### src/rtl/uart_hex_frame_tx_if.sv
// Sample handshake and UART-side status signals of the hex frame transmitter.
interface uart_hex_frame_tx_if;
  logic [15:0] sample_i;
  logic        sample_valid_i;
  logic        sample_ready_o;
  logic        tx_o;
  logic        busy_o;
  logic        overrun_o;

  modport master (
    output sample_i, sample_valid_i,
    input  sample_ready_o, tx_o, busy_o, overrun_o
  );

  modport slave (
    input  sample_i, sample_valid_i,
    output sample_ready_o, tx_o, busy_o, overrun_o
  );
endinterface

### src/rtl/uart_hex_frame_tx.sv
// Sends one 16-bit sample as "HHHH\r\n" in 8N1 UART framing; samples offered
// while a frame is in flight are dropped and flagged on overrun_o.
module uart_hex_frame_tx #(
  parameter int CLKS_PER_BIT = 434
) (
  input logic           clk,
  input logic           rst,
  uart_hex_frame_tx_if.slave bus
);

  localparam int CW = (CLKS_PER_BIT > 1) ? $clog2(CLKS_PER_BIT) : 1;
  localparam logic [CW-1:0] BAUD_LAST = CW'(CLKS_PER_BIT - 1);

  typedef enum logic [1:0] {IDLE, START, DATA, STOP} state_t;

  state_t        state, state_n;
  logic [CW-1:0] baud_cnt, baud_n;
  logic [2:0]    bit_idx, bit_n;
  logic [2:0]    byte_idx, byte_n;
  logic [15:0]   hold, hold_n;
  logic [7:0]    shift, shift_n;
  logic          tx_n;
  logic          baud_done;
  logic          tx_q, ready_q, busy_q, overrun_q;

  // Character for frame position idx: four hex digits, then CR, then LF.
  function automatic logic [7:0] frame_char(input logic [15:0] v, input logic [2:0] idx);
    logic [3:0] nib;
    logic [7:0] ch;
    nib = 4'h0;
    case (idx)
      3'd0:    nib = v[15:12];
      3'd1:    nib = v[11:8];
      3'd2:    nib = v[7:4];
      3'd3:    nib = v[3:0];
      default: nib = 4'h0;
    endcase
    if (nib < 4'd10) ch = 8'h30 + {4'h0, nib};
    else             ch = 8'h37 + {4'h0, nib};
    if (idx == 3'd4)      ch = 8'h0D;
    else if (idx > 3'd4)  ch = 8'h0A;
    return ch;
  endfunction

  assign baud_done = (baud_cnt == BAUD_LAST);

  always_comb begin
    state_n = state;
    baud_n  = baud_cnt;
    bit_n   = bit_idx;
    byte_n  = byte_idx;
    hold_n  = hold;
    shift_n = shift;
    tx_n    = 1'b1;

    case (state)
      IDLE: begin
        baud_n = '0;
        if (bus.sample_valid_i) begin
          // The holding register is not loaded yet, so the first character comes from the port.
          hold_n  = bus.sample_i;
          byte_n  = 3'd0;
          bit_n   = 3'd0;
          shift_n = frame_char(bus.sample_i, 3'd0);
          state_n = START;
        end
      end
      START: begin
        if (baud_done) begin
          baud_n  = '0;
          bit_n   = 3'd0;
          state_n = DATA;
        end else begin
          baud_n = baud_cnt + 1'b1;
        end
      end
      DATA: begin
        if (baud_done) begin
          baud_n = '0;
          if (bit_idx == 3'd7) state_n = STOP;
          else                 bit_n   = bit_idx + 3'd1;
        end else begin
          baud_n = baud_cnt + 1'b1;
        end
      end
      STOP: begin
        if (baud_done) begin
          baud_n = '0;
          if (byte_idx < 3'd5) begin
            byte_n  = byte_idx + 3'd1;
            shift_n = frame_char(hold, byte_idx + 3'd1);
            state_n = START;
          end else begin
            state_n = IDLE;
          end
        end else begin
          baud_n = baud_cnt + 1'b1;
        end
      end
      default: state_n = IDLE;
    endcase

    // Line level is registered from the next state so it changes with the state.
    case (state_n)
      START:   tx_n = 1'b0;
      DATA:    tx_n = shift_n[bit_n];
      default: tx_n = 1'b1;
    endcase
  end

  always_ff @(posedge clk) begin
    if (rst) begin
      state     <= IDLE;
      baud_cnt  <= '0;
      bit_idx   <= 3'd0;
      byte_idx  <= 3'd0;
      hold      <= 16'h0000;
      shift     <= 8'h00;
      tx_q      <= 1'b1;
      ready_q   <= 1'b1;
      busy_q    <= 1'b0;
      overrun_q <= 1'b0;
    end else begin
      state     <= state_n;
      baud_cnt  <= baud_n;
      bit_idx   <= bit_n;
      byte_idx  <= byte_n;
      hold      <= hold_n;
      shift     <= shift_n;
      tx_q      <= tx_n;
      ready_q   <= (state_n == IDLE);
      busy_q    <= (state_n != IDLE);
      overrun_q <= bus.sample_valid_i & ~ready_q;
    end
  end

  assign bus.tx_o           = tx_q;
  assign bus.sample_ready_o = ready_q;
  assign bus.busy_o         = busy_q;
  assign bus.overrun_o      = overrun_q;

endmodule

### src/flat_wrapper.sv
// flat-port wrapper written by rule: the top's interface ports become plain ports
module uart_hex_frame_tx_flat 
#(
  parameter int CLKS_PER_BIT = 434
)
  (clk, rst, bus_sample_i, bus_sample_valid_i, bus_sample_ready_o, bus_tx_o, bus_busy_o, bus_overrun_o);
  uart_hex_frame_tx_if bus_i ();
  input logic clk;
  input logic rst;
  input wire logic [$bits(bus_i.sample_i)-1:0] bus_sample_i;
  input wire logic [$bits(bus_i.sample_valid_i)-1:0] bus_sample_valid_i;
  output wire logic [$bits(bus_i.sample_ready_o)-1:0] bus_sample_ready_o;
  output wire logic [$bits(bus_i.tx_o)-1:0] bus_tx_o;
  output wire logic [$bits(bus_i.busy_o)-1:0] bus_busy_o;
  output wire logic [$bits(bus_i.overrun_o)-1:0] bus_overrun_o;
  assign bus_i.sample_i = bus_sample_i;
  assign bus_i.sample_valid_i = bus_sample_valid_i;
  assign bus_sample_ready_o = bus_i.sample_ready_o;
  assign bus_tx_o = bus_i.tx_o;
  assign bus_busy_o = bus_i.busy_o;
  assign bus_overrun_o = bus_i.overrun_o;
  uart_hex_frame_tx #(.CLKS_PER_BIT(CLKS_PER_BIT)) u_core (.clk(clk), .rst(rst), .bus(bus_i));
endmodule
### config.mk
export PLATFORM = sky130hd
export DESIGN_NAME = uart_hex_frame_tx_flat
export DESIGN_NICKNAME = d
export VERILOG_FILES = /design/src/rtl/uart_hex_frame_tx_if.sv /design/src/rtl/uart_hex_frame_tx.sv /design/src/flat_wrapper.sv
export SDC_FILE = /design/constraint.sdc
export NUM_CORES = 1
export LEC_CHECK = 0
export ABC_AREA = 1
export ABC_CLOCK_PERIOD_IN_PS = 4760
export BUFFER_PORTS_ARGS = -buffer_cell sky130_fd_sc_hd__clkbuf_2
export CAP_MARGIN = 20
export CORE_MARGIN = 2
export CORE_UTILIZATION = 35
export CTS_BUF_LIST = sky130_fd_sc_hd__clkbuf_4
export DETAILED_ROUTE_END_ITERATION = 16
export GPL_ROUTABILITY_DRIVEN = 0
export PLACE_DENSITY = 0.56
export SLEW_MARGIN = 30
export SYNTH_ARGS = -nofsm -noshare
export SYNTH_HDL_FRONTEND = slang
export SYNTH_SLANG_ARGS = --single-unit
### constraint.sdc
create_clock -name clk -period 4.76 [get_ports clk]
set_input_delay 0.952 -clock clk [delete_from_list [all_inputs] [get_ports clk]]
set_output_delay 0.952 -clock clk [all_outputs]
set_load 0.01 [all_outputs]
==> impl_metrics.json <==
{
  "num-fill-cells": 831,
  "yosys.area.top_type_share_pct": 34.83,
  "met2_length_mm": 2.506,
  "fp.dieW_um": 89.96,
  "cts_tree": "built",
  "status": "finished, final reports clean",
  "wl_met1_mm": 2.930,
  "rsz0062_at_grt": "false",
  "drt_pre_antenna_iters": 4,
  "drtIter0Drc": 90,
  "cts_resized": 0,
  "grt_max_degree": 22,
  "grt_pass1_wl_mm": 10.12,
  "diodes": 0,
  "antenna_found_initial": 0,
  "cap_violations": 0,
  "required_ns": 5.06,
  "hold_viol_final": 0,
  "grt_pass1_vias": 2245,
  "vias": 2334,
  "topRoutingLayerUsed": "met4",
  "syn_inst": 380,
  "dieArea_um2": 8093,
  "grt.overflow.total": 0,
  "area_growth_pct": 9.337,
  "synth_edf_count": 0,
  "dp_slack_ns": 1.593,
  "fin_crit_sh_pct": 57.97,
  "setup_slack_ns": 2.001,
  "synth-seq-cells": 45,
  "skew_ns": 0.007358,
  "fin_setup_tns_ns": 0,
  "rows": 31,
  "portBuffers": 22,
  "min_period_ns": 2.759,
  "yosysMostFrequentCell": "nand2_1",
  "yosysTopAreaCell": "dfxtp_1",
  "syn_area_um2": 2586,
  "totalWireLength_mm": 5.743,
  "dpl.hpwl_mm": 4.376,
  "layout.core_utilization_pct": 39.20,
  "slew_headroom_pct": 56.97,
  "dr_wl_met3_um": 255,
  "root_buffer": "clkbuf_4",
  "start_util_pct": 35.85,
  "ant_nets": 0,
  "coreArea_um2": 7214,
  "critPathMaxFanout": 21,
  "path_class": "input port to flop",
  "fmax_ghz": 0.3624,
  "leakagePower_uw": 0.001326,
  "syn_area_per_cell_um2": 6.806,
  "synthesis.nets": 412,
  "synth_flop_cell": "dfxtp_1",
  "async_flop_share_pct": 0,
  "cts_max_path_buffers": 2,
  "synth.area.top_cells": "dfxtp_1 (35%), nand2_1 (12%), nor2_1 (8.7%)",
  "drc": 0,
  "path_clk_slew_ns": 0.13,
  "die_h_um": 89.96,
  "htreeDepth": 2,
  "post_cts_buffers": 0,
  "ys_warn_count": 0,
  "ys_seq_area_share_pct": 34.83,
  "ys_types": 40,
  "start_kind": "input port",
  "endpoint_kind": "flop",
  "clock_latency_ns": 0.35,
  "ios": 23,
  "synth_common_cells": "nand2_1 (84), nor2_1 (60), dfxtp_1 (45), inv_1 (45), nand3_1 (28)",
  "arrival_ns": 3.06,
  "tightestPinTransition_ns": 0.6448,
  "drive_above_1_share_pct": 15.71,
  "setup_violations": 0,
  "peakVddDrop_mv": 0.1459,
  "holdCritPathClass": "flop to flop",
  "slew_viol_final": 0,
  "viasPerCell": 4.668,
  "numCtsBuffers": 5,
  "track_usage_pct": 15.10,
  "wl_per_cell_um": 11.49,
  "cts.sinks": 45,
  "final_nets": 433,
  "powerDensity_nw_per_um2": 255.7,
  "cts.hold.buffers_added": 0
}
state kept, by name (all words and copies together) (netlist names):
signal / flops
u_core.baud_cnt: 9
u_core.bit_idx: 3
u_core.bus.busy_o: 1
u_core.bus.overrun_o: 1
u_core.bus.sample_ready_o: 1
u_core.bus.tx_o: 1
u_core.byte_idx: 3
u_core.hold: 16
u_core.shift: 8
u_core.state: 2
path summary, 6_finish.rpt:
kind                                  start                   end  slack, ns  cells past startpoint
setup / recovery         bus_sample_valid_i       u_core.bus.tx_o       2.00                     15
setup reg to reg            u_core.state[0]       u_core.bus.tx_o       2.07                     16
hold / removal    u_core.bus.sample_ready_o  u_core.bus.overrun_o       0.42                      1
hold reg to reg   u_core.bus.sample_ready_o  u_core.bus.overrun_o       0.42                      1
per-stage QoR:
| step | instance area [µm²] | hold WS, ns | cells | power [µW] |
|---|---|---|---|---|
| after floorplan | 2586 | 0.4183 | 380 | 515.0 |
| after detailed placement | 2779 | 0.4092 | 493 | 553.1 |
| final | 2828 | 0.4239 | 500 | 723.1 |
| after global placement | 2779 | 0.4099 | 493 | 551.6 |
| after CTS | 2828 | 0.4299 | 500 | 736.6 |
| after global routing | 2828 | 0.4440 | 500 | 772.3 |
critical path, cell delays in order:
cell      delay [ns]
clkbuf_2        0.11
nand2_1         0.33
inv_1           0.63
nand2_1         0.16
o32ai_1         0.26
inv_1           0.06
nand2_1         0.07
nand2_1         0.06
o21ai_2         0.07
nand2_1         0.06
nand3_1         0.08
nand3_1         0.07
nand2_1         0.06
nand2_1         0.04
nand2_1         0.05
cells by family after synthesis:
logic type      synth area share [%]
buf+inv                        9.143
xor+xnor                       1.016
flops                          34.83
fa+ha+maj                      6.289
simple gates                   37.59
compound gates                 11.13
where the power goes:
part / leakage, µW / total [µW] / internal [µW] / switching, µW
clock network: 0.0000292 / 179 / 59.7 / 120
logic: 0.000928 / 132 / 47.0 / 85.0
registers: 0.000369 / 412 / 399 / 12.7
final cells by class:
cell class	instances	area, µm²	share of cell area (%)
Clock buffer	6	45.04	1.593
Clock inverter	1	3.754	0.1327
Inverter	52	195.2	6.903
Multi-Input combinational cell	275	1449	51.24
Sequential cell	45	900.9	31.86
Tap cell	99	123.9	4.381
Timing Repair Buffer	22	110.1	3.894
layout by cell type (no fill, tap or decap), types with 2 or more instances in the layout:
cell       n
nand2_1   84
nand2_2    7
inv_1     45
or2_2      3
o21ai_2    2
nor2_1    60
nand3_2    4
nor2_2     4
xor2_1     2
clkinv_1   2
o21ai_0   23
nand2_4    3
ha_1      13
clkbuf_4   6
inv_2      6
dfxtp_1   45
nor2_4     2
a21oi_1   17
nand3_1   28
nor3_1     5
clkbuf_2  22
nor3b_1    2
routing by layer:
| layer | track usage (%) | vias to the layer above |
|---|---|---|
| li1 | - | 1241 |
| met1 | 21.19 | 1045 |
| met2 | 23.99 | 44 |
| met3 | 2.766 | 4 |
| met4 | 3.974 | 0 |
| met5 | 0 | - |
(Power assumes the default switching activity.)
